$ cat src/rtl/pdua_control_unit.sv
// ============================================================================
// pdua_control_unit
// ----------------------------------------------------------------------------
// Micro-sequenced Moore control unit for the PDUA 8-bit datapath. It fetches
// each instruction (F0..F3), decodes the 5-bit opcode in DEC, fetches a
// one-word address operand (O0..O2) for memory and jump instructions, and then
// runs the short execute sequence (X0..X2 or J0). Every datapath strobe is
// decoded from the state register alone, except in DEC where the single-cycle
// register-only instructions (NOT/SHL/SHR) execute and illegal opcodes are
// flagged.
//
// Memory handshake (valid/ready): mem_req is the valid side and is held high,
// together with wr_rdn, the bus addresses and selop, from the first cycle of
// an access until the cycle in which mem_ready is seen high. The access
// completes on that rising edge. mem_ready has no effect while mem_req is low.
//
// Ports
//   clk, rst          clock, asynchronous active-high reset (forces INIT)
//   out_IR[4:0]       opcode currently held in the IR
//   C, N, P, Z        latched ALU flags (P is not used by any instruction)
//   mem_ready         memory completes the pending access this cycle
//   mem_req, wr_rdn   memory request and direction (1 = write)
//   enaf              flag-latch enable
//   selop[2:0]        ALU operation
//   shamt[1:0]        shift control (01 = left, 10 = right)
//   bank_wr_en        register-bank write strobe
//   BusB_addr[2:0]    register-bank read index (ALU B operand)
//   BusC_addr[2:0]    register-bank write index
//   sclr              synchronous clear of the datapath registers
//   ir_en, mar_en, mdr_en   register load strobes
//   mdr_alu_n         bus-C source: 1 = MDR, 0 = ALU
//   halted            high in the HALT state
//   illegal_op        one-cycle pulse in DEC for an unknown opcode
//   dbg_state[4:0]    current FSM state, for checkers and waveforms
// ============================================================================
module pdua_control_unit #(
    parameter logic [2:0] PC_ADDR  = 3'd0,
    parameter logic [2:0] ACC_ADDR = 3'd1
) (
    input  logic       clk,
    input  logic       rst,
    input  logic [4:0] out_IR,
    input  logic       C,
    input  logic       N,
    input  logic       P,
    input  logic       Z,
    input  logic       mem_ready,
    output logic       mem_req,
    output logic       wr_rdn,
    output logic       enaf,
    output logic [2:0] selop,
    output logic [1:0] shamt,
    output logic       bank_wr_en,
    output logic [2:0] BusB_addr,
    output logic [2:0] BusC_addr,
    output logic       sclr,
    output logic       ir_en,
    output logic       mar_en,
    output logic       mdr_en,
    output logic       mdr_alu_n,
    output logic       halted,
    output logic       illegal_op,
    output logic [4:0] dbg_state
);

    // ------------------------------------------------------------------
    // State encoding
    // ------------------------------------------------------------------
    localparam logic [4:0] S_INIT   = 5'd0;
    localparam logic [4:0] S_F0     = 5'd1;   // MAR <- PC
    localparam logic [4:0] S_F1     = 5'd2;   // MDR <- M[MAR]
    localparam logic [4:0] S_F2     = 5'd3;   // IR  <- MDR
    localparam logic [4:0] S_F3     = 5'd4;   // PC  <- PC + 1
    localparam logic [4:0] S_DEC    = 5'd5;
    localparam logic [4:0] S_O0     = 5'd6;   // operand fetch, same as F0
    localparam logic [4:0] S_O1     = 5'd7;   // same as F1
    localparam logic [4:0] S_O2     = 5'd8;   // same as F3
    localparam logic [4:0] S_X0     = 5'd9;   // MAR <- MDR (operand address)
    localparam logic [4:0] S_X1R    = 5'd10;  // MDR <- M[MAR]
    localparam logic [4:0] S_X1W    = 5'd11;  // M[MAR] <- ACC
    localparam logic [4:0] S_X2_LDA = 5'd12;  // ACC <- MDR
    localparam logic [4:0] S_X2_ADD = 5'd13;  // ACC <- ACC + MDR
    localparam logic [4:0] S_X2_AND = 5'd14;  // ACC <- ACC & MDR
    localparam logic [4:0] S_J0     = 5'd15;  // PC  <- MDR
    localparam logic [4:0] S_HALT   = 5'd16;

    // ------------------------------------------------------------------
    // Opcodes
    // ------------------------------------------------------------------
    localparam logic [4:0] OP_NOP  = 5'b00000;
    localparam logic [4:0] OP_LDA  = 5'b00001;
    localparam logic [4:0] OP_STA  = 5'b00010;
    localparam logic [4:0] OP_ADD  = 5'b00011;
    localparam logic [4:0] OP_AND  = 5'b00100;
    localparam logic [4:0] OP_NOT  = 5'b00101;
    localparam logic [4:0] OP_SHL  = 5'b00110;
    localparam logic [4:0] OP_SHR  = 5'b00111;
    localparam logic [4:0] OP_JMP  = 5'b01000;
    localparam logic [4:0] OP_JZ   = 5'b01001;
    localparam logic [4:0] OP_JN   = 5'b01010;
    localparam logic [4:0] OP_JC   = 5'b01011;
    localparam logic [4:0] OP_HALT = 5'b11111;

    // ------------------------------------------------------------------
    // ALU operation codes and shift controls
    // ------------------------------------------------------------------
    localparam logic [2:0] ALU_ADD    = 3'b001;
    localparam logic [2:0] ALU_AND    = 3'b010;
    localparam logic [2:0] ALU_PASS_B = 3'b011;
    localparam logic [2:0] ALU_NOT_A  = 3'b100;
    localparam logic [2:0] ALU_INC_B  = 3'b101;
    localparam logic [2:0] ALU_SHIFT  = 3'b110;

    localparam logic [1:0] SH_LEFT  = 2'b01;
    localparam logic [1:0] SH_RIGHT = 2'b10;

    logic [4:0] state;
    logic [4:0] state_n;

    // No instruction branches on parity; the flag is part of the flag bus.
    logic unused_flag_p;
    assign unused_flag_p = P;

    assign dbg_state = state;

    // ------------------------------------------------------------------
    // State register
    // ------------------------------------------------------------------
    always_ff @(posedge clk or posedge rst) begin
        if (rst) begin
            state <= S_INIT;
        end else begin
            state <= state_n;
        end
    end

    // ------------------------------------------------------------------
    // Next-state logic. The opcode stays in the IR for the whole
    // instruction, so later states may still branch on out_IR. Jump
    // conditions are evaluated in O2, after the operand has been consumed,
    // so a not-taken jump still leaves PC past its operand.
    // ------------------------------------------------------------------
    always_comb begin
        state_n = state;
        case (state)
            S_INIT: state_n = S_F0;
            S_F0:   state_n = S_F1;
            S_F1:   state_n = mem_ready ? S_F2 : S_F1;
            S_F2:   state_n = S_F3;
            S_F3:   state_n = S_DEC;
            S_DEC: begin
                case (out_IR)
                    OP_HALT: state_n = S_HALT;
                    OP_LDA, OP_STA, OP_ADD, OP_AND,
                    OP_JMP, OP_JZ, OP_JN, OP_JC: state_n = S_O0;
                    // NOP, the register-only ops and illegal opcodes
                    default: state_n = S_F0;
                endcase
            end
            S_O0: state_n = S_O1;
            S_O1: state_n = mem_ready ? S_O2 : S_O1;
            S_O2: begin
                case (out_IR)
                    OP_JMP:  state_n = S_J0;
                    OP_JZ:   state_n = Z ? S_J0 : S_F0;
                    OP_JN:   state_n = N ? S_J0 : S_F0;
                    OP_JC:   state_n = C ? S_J0 : S_F0;
                    OP_LDA, OP_STA, OP_ADD, OP_AND: state_n = S_X0;
                    default: state_n = S_F0;
                endcase
            end
            S_X0: state_n = (out_IR == OP_STA) ? S_X1W : S_X1R;
            S_X1R: begin
                if (mem_ready) begin
                    case (out_IR)
                        OP_ADD:  state_n = S_X2_ADD;
                        OP_AND:  state_n = S_X2_AND;
                        default: state_n = S_X2_LDA;
                    endcase
                end
            end
            S_X1W:    state_n = mem_ready ? S_F0 : S_X1W;
            S_X2_LDA: state_n = S_F0;
            S_X2_ADD: state_n = S_F0;
            S_X2_AND: state_n = S_F0;
            S_J0:     state_n = S_F0;
            S_HALT:   state_n = S_HALT;
            default:  state_n = S_INIT;
        endcase
    end

    // ------------------------------------------------------------------
    // Output decode: Moore outputs from the state register; DEC also looks
    // at out_IR so the register-only instructions finish in that cycle.
    // ------------------------------------------------------------------
    always_comb begin
        mem_req    = 1'b0;
        wr_rdn     = 1'b0;
        enaf       = 1'b0;
        selop      = 3'b000;
        shamt      = 2'b00;
        bank_wr_en = 1'b0;
        BusB_addr  = 3'd0;
        BusC_addr  = 3'd0;
        sclr       = 1'b0;
        ir_en      = 1'b0;
        mar_en     = 1'b0;
        mdr_en     = 1'b0;
        mdr_alu_n  = 1'b0;
        halted     = 1'b0;
        illegal_op = 1'b0;

        case (state)
            S_INIT: sclr = 1'b1;

            S_F0, S_O0: begin
                BusB_addr = PC_ADDR;
                selop     = ALU_PASS_B;
                mar_en    = 1'b1;
            end

            S_F1, S_O1, S_X1R: begin
                mem_req = 1'b1;
                mdr_en  = 1'b1;
            end

            S_F2: begin
                mdr_alu_n = 1'b1;
                ir_en     = 1'b1;
            end

            S_F3, S_O2: begin
                BusB_addr  = PC_ADDR;
                BusC_addr  = PC_ADDR;
                selop      = ALU_INC_B;
                bank_wr_en = 1'b1;
            end

            S_DEC: begin
                case (out_IR)
                    OP_NOT: begin
                        selop      = ALU_NOT_A;
                        BusC_addr  = ACC_ADDR;
                        bank_wr_en = 1'b1;
                        enaf       = 1'b1;
                    end
                    OP_SHL, OP_SHR: begin
                        selop      = ALU_SHIFT;
                        shamt      = (out_IR == OP_SHL) ? SH_LEFT : SH_RIGHT;
                        BusC_addr  = ACC_ADDR;
                        bank_wr_en = 1'b1;
                        enaf       = 1'b1;
                    end
                    OP_NOP, OP_LDA, OP_STA, OP_ADD, OP_AND,
                    OP_JMP, OP_JZ, OP_JN, OP_JC, OP_HALT: ;
                    default: illegal_op = 1'b1;
                endcase
            end

            S_X0: begin
                mdr_alu_n = 1'b1;
                mar_en    = 1'b1;
            end

            // The store data travels over bus C from the ALU passing ACC.
            S_X1W: begin
                BusB_addr = ACC_ADDR;
                selop     = ALU_PASS_B;
                wr_rdn    = 1'b1;
                mem_req   = 1'b1;
            end

            S_X2_LDA: begin
                mdr_alu_n  = 1'b1;
                BusC_addr  = ACC_ADDR;
                bank_wr_en = 1'b1;
            end

            // With mdr_en and ir_en both low in an ALU state, the datapath
            // steers MDR onto the ALU B input; A is always the accumulator.
            S_X2_ADD, S_X2_AND: begin
                selop      = (state == S_X2_ADD) ? ALU_ADD : ALU_AND;
                BusB_addr  = ACC_ADDR;
                BusC_addr  = ACC_ADDR;
                bank_wr_en = 1'b1;
                enaf       = 1'b1;
            end

            S_J0: begin
                mdr_alu_n  = 1'b1;
                BusC_addr  = PC_ADDR;
                bank_wr_en = 1'b1;
            end

            S_HALT: halted = 1'b1;

            default: ;
        endcase
    end

endmodule

$ cat config.mk
export PLATFORM = sky130hd
export DESIGN_NAME = pdua_control_unit
export DESIGN_NICKNAME = d
export VERILOG_FILES = /design/src/rtl/pdua_control_unit.sv
export SDC_FILE = /design/constraint.sdc
export NUM_CORES = 1
export LEC_CHECK = 0
export BUFFER_PORTS_ARGS = -buffer_cell sky130_fd_sc_hd__buf_4
export CORE_UTILIZATION = 47
export CTS_CLUSTER_SIZE = 30
export DETAILED_ROUTE_END_ITERATION = 12
export PLACE_DENSITY_LB_ADDON = 0.25
export SETUP_SLACK_MARGIN = 0.5
export SLEW_MARGIN = 30
export SYNTH_ARGS = -nofsm -noshare
export SYNTH_HDL_FRONTEND = slang
export SYNTH_SLANG_ARGS = --single-unit
$ cat constraint.sdc
create_clock -name clk -period 1.6 [get_ports clk]
set_input_delay 0.16 -clock clk [delete_from_list [all_inputs] [get_ports clk]]
set_output_delay 0.16 -clock clk [all_outputs]
set_load 0.02 [all_outputs]
==> results.sh, run 1 <==
export IMPL_run_status="did not finish"
export IMPL_failed_stage="clock tree synthesis (4_1_cts)"
export IMPL_error="[ERROR DPL-0033] detailed placement checks failed during check placement."
export IMPL_initial_utilization=0.514
export IMPL_root_buffer="clkbuf_4"
export IMPL_dpl_cell_count=193
export IMPL_clock_sinks=5
export IMPL_ctsHtreeMaxLevel=1
export IMPL_synth_async_sr_flop_share=1.00
export IMPL_io_pins=39
export IMPL_seq_area_frac_synth=0.136
export IMPL_cts_repair_resize_count=55
export IMPL_main_flop_type_after_synthesis="dfrtp_1"
export IMPL_synth_top_area_frac=0.136
export IMPL_post_synth_instance_area_um2=917
export IMPL_synth_largest_area_cell="dfrtp_1"
export IMPL_port_buffers=33
export IMPL_die_w_um=46.2
export IMPL_globalplace_congestion=0.835
export IMPL_row_count=15
export IMPL_clock_path_buffers=2
export IMPL_ys_warn_count=0
export IMPL_synth_top_cells_by_area="dfrtp_1 14%, nor2_1 8.2%, a21oi_1 7.1%"
export IMPL_yosys_register_bits=5
export IMPL_postSynthAreaPerCell_um2=6.74
export IMPL_fp_dieH_um=46.2
export IMPL_cts_hold_fix_buffers=1
export IMPL_post_cts_setup_buffer_count=13
export IMPL_yosys_cell_types_count=44
export IMPL_post_dp_hpwl_um=2260
export IMPL_synthCells=136
export IMPL_synth_edff_count=0
export IMPL_cts_made_buffers=3
==> metrics by stage <==
step           TNS, ps  instance area [um2]  setup WS [ps]
2_1_floorplan        0                 1160           46.8
3_5_place_dp      -113                 1390           -113
3_3_place_gp         0                 1390           22.1
==> Yosys cell counts (all sizes together) (3+ instances only) <==
master	n
o21ai	5
a31oi	3
xnor2	4
nand4	3
a21oi	13
nor3	6
nor2	20
a2111oi	3
nand2b	8
buf	16
inv	8
nand2	7
dfrtp	5
or3b	3
==> logic make-up after synthesis <==
kind of cell           share of synthesized area
AO/OA/AOI/OAI                              0.265
other                                    0.00409
buffers and inverters                      0.143
flip-flops                                 0.136
XOR/XNOR                                  0.0573
multiplexers                              0.0218
AND/OR/NAND/NOR                            0.372
==> inputs of run 2 (changes only) <==
CORE_AREA = 2 2 63 65   (was not set)
CORE_UTILIZATION = not set   (was 47)
CTS_CLUSTER_SIZE = not set   (was 30)
DIE_AREA = 0 0 65 67   (was not set)
PLACE_DENSITY_LB_ADDON = 0.15   (was 0.25)
SETUP_SLACK_MARGIN = not set   (was 0.5)
==> results.sh, run 2 <==
export IMPL_antenna_violations_before_repair=0
export IMPL_fin_worst_skew_ps=1.16
export IMPL_pwr_density_cell_nw_per_um2=1910
export IMPL_synth_compound_area_share=0.265
export IMPL_post_route_cells_drive_above_1_share=0.609
export IMPL_cts_tree="yes"
export IMPL_postSynthAreaPerCell_um2=6.74
export IMPL_row_count=22
export IMPL_routed_via_density=4.91
export IMPL_max_cap_viol_count=0
export IMPL_grt_use_total=0.152
export IMPL_wl_per_cell_um=13.0
export IMPL_remaining_drc_errors=0
export IMPL_antenna_violating_nets_post_route=0
export IMPL_synth_top_area_frac=0.136
export IMPL_wire_length_of_the_first_global_routing_pass_um=5320
export IMPL_failed_checks="negative setup slack"
export IMPL_leading_cell_types_in_the_layout_fill_and_taps_excluded="46 x buf_4, 21 x buf_6, 11 x nor2_1"
export IMPL_synth_edff_count=0
export IMPL_route_final_wire_length_um=3200
export IMPL_postLayoutCellArea_um2=1830
export IMPL_synth_xor_area_share=0.0573
export IMPL_highest_metal_layer_used_by_the_detailed_router="met4"
export IMPL_die_area_um2=4360
export IMPL_globalplace_congestion=0.818
export IMPL_io_pins=39
export IMPL_clock_latency_reported_for_the_late_side_of_the_worst_skew_pair_ps=220
export IMPL_yosys_area_share_simple=0.372
export IMPL_worst_setup_path_start_kind="flip-flop"
export IMPL_maxClockFrequency_mhz=579
export IMPL_antennaDiodeCount=0
export IMPL_clock_path_buffers=2
export IMPL_final_min_period_over_clock_period=1.08
export IMPL_hp_class="primary input to flip-flop"
export IMPL_placeableCoreArea_um2=3610
export IMPL_post_dp_hpwl_um=2420
export IMPL_post_synth_most_frequent_cells="20 x nor2_1, 13 x a21oi_1, 9 x buf_2"
export IMPL_worstSetupEndpointType="primary output"
export IMPL_port_buffers=33
export IMPL_timing_critical_path_arrival_ps=1570
export IMPL_final_util=0.507
export IMPL_critical_path_peak_fanout=12
export IMPL_post_synth_instance_area_um2=917
export IMPL_final_net_count=210
export IMPL_yosys_cell_types_count=44
export IMPL_yosys_register_bits=5
export IMPL_most_frequent_standard_cell_in_the_layout_excluding_fill_and_tap_cells="buf_4"
export IMPL_synth_largest_area_cell="dfrtp_1"
export IMPL_drt_met1_wl_um=1420
export IMPL_met2_wl_post_dr_um=1610
export IMPL_run_status="complete, but fails checks"
export IMPL_clock_sinks=5
export IMPL_vias=1203
export IMPL_cts_made_buffers=3
export IMPL_fin_crit_ps=1730
export IMPL_main_flop_type_after_synthesis="dfrtp_1"
export IMPL_synth_async_sr_flop_share=1.00
export IMPL_cts_clk_slew_worst_paths_ps=30
export IMPL_wl_met3_um=144
export IMPL_ctsHtreeMaxLevel=1
export IMPL_seq_area_frac_synth=0.136
export IMPL_rsz0062_at_grt="yes"
export IMPL_postPlaceCellArea_um2=1380
export IMPL_setup_viol_count_final=15
export IMPL_lkg_pwr_nw=0.764
export IMPL_synth_top_family_by_area="simple AND/OR/NAND/NOR gates"
export IMPL_synthCells=136
export IMPL_drtIter0Drc=51
export IMPL_slew_viol_final=0
export IMPL_root_buffer="clkbuf_8"
export IMPL_synthMuxAreaShare=0.0218
export IMPL_nFillCells=374
export IMPL_synthAdderAreaFrac=0
export IMPL_total_overflow_reported_by_the_global_router=0
export IMPL_largest_register_ff_count=5
export IMPL_worst_ir_drop_vdd_v=0.000786
export IMPL_library_cell_with_the_highest_instance_count_after_synthesis="nor2_1"
export IMPL_synth_top_cells_by_area="dfrtp_1 14%, nor2_1 8.2%, a21oi_1 7.1%"
export IMPL_worst_case_setup_margin_in_the_final_layout_ps=-127
export IMPL_grt_max_degree=16
export IMPL_worst_setup_path_type="flip-flop to primary output"
export IMPL_initial_utilization=0.254
export IMPL_detail_route_first_pass_iterations=5
export IMPL_grt_pass1_vias=1169
export IMPL_ys_warn_count=0
export IMPL_area_growth_syn_to_layout_pct=99.5
export IMPL_fp_dieH_um=67
export IMPL_critPathRequiredTime_ps=1440
export IMPL_hold_violations=0
export IMPL_die_w_um=65
-- run 2: worst max-delay path, stage by stage, from the launching register on --
cell and delay [ps]:
dfrtp_2 410, buf_4 220, xnor2_4 180, a2111oi_4 350, buf_4 190
-- run 2: final timing paths --
check	from	end	slack (ps)	depth (start not counted)
hold reg to reg	dbg_state[4]	dbg_state[3]	580	1
min in group asynchronous	rst	dbg_state[3]	400	3
setup reg to reg	dbg_state[1]	dbg_state[2]	-50	7
max in group asynchronous	rst	dbg_state[4]	1010	3
hold / removal	out_IR[4]	dbg_state[2]	300	3
setup / recovery	dbg_state[1]	BusB_addr[0]	-130	4
-- run 2: cell type report --
class,instances,area [um2],share of cell area
inverters,8,30.0,0.0164
flip-flops and latches,5,130,0.0711
multi-input cells,110,937,0.512
repair buffers,70,627,0.343
clock buffers,4,45.0,0.0246
well taps,48,60.1,0.0328
-- run 2: routing by layer --
layer	vias to the layer above	global-route usage
li1	601	-
met1	563	0.203
met2	37	0.262
met3	2	0.00845
met4	0	0.0452
met5	-	0
-- run 2: timing repair --
item,in CTS,in global routing
hold buffers,1,0
gates resized for setup,38,27
endpoints found under the setup margin,18,21
endpoints found under the hold margin,5,0
setup buffers,12,5
pin swaps,16,16
gates cloned,0,0
-- run 2: cell families after synthesis --
| group | Yosys count |
|---|---|
| compound gates | 37 |
| mux | 2 |
| xor+xnor | 6 |
| buf+inv | 24 |
| flops | 5 |
| other cells | 1 |
| simple gates | 61 |
-- run 2: power breakdown --
group | internal, W | switching (W) | total, W
registers | 0.000182 | 0.0000840 | 0.000266
clock network | 0.000171 | 0.0000585 | 0.000229
logic | 0.00151 | 0.00149 | 0.00300
-- run 2: per-stage QoR --
step / setup TNS [ps] / total power, W / setup slack [ps] / instances / hold WS, ps
after floorplan: -220 / 0.00156 / -73.7 / 139 / -61.7
after global placement: 0 / 0.00234 / 55.8 / 225 / 65.8
after detailed placement: 0 / 0.00236 / 56.2 / 225 / 75.7
after CTS: -646 / 0.00319 / -93.2 / 241 / 295
after global routing: -2220 / 0.00373 / -225 / 245 / 326
final: -729 / 0.00349 / -127 / 245 / 296
No activity file was read; power rests on OpenSTA's default activity.
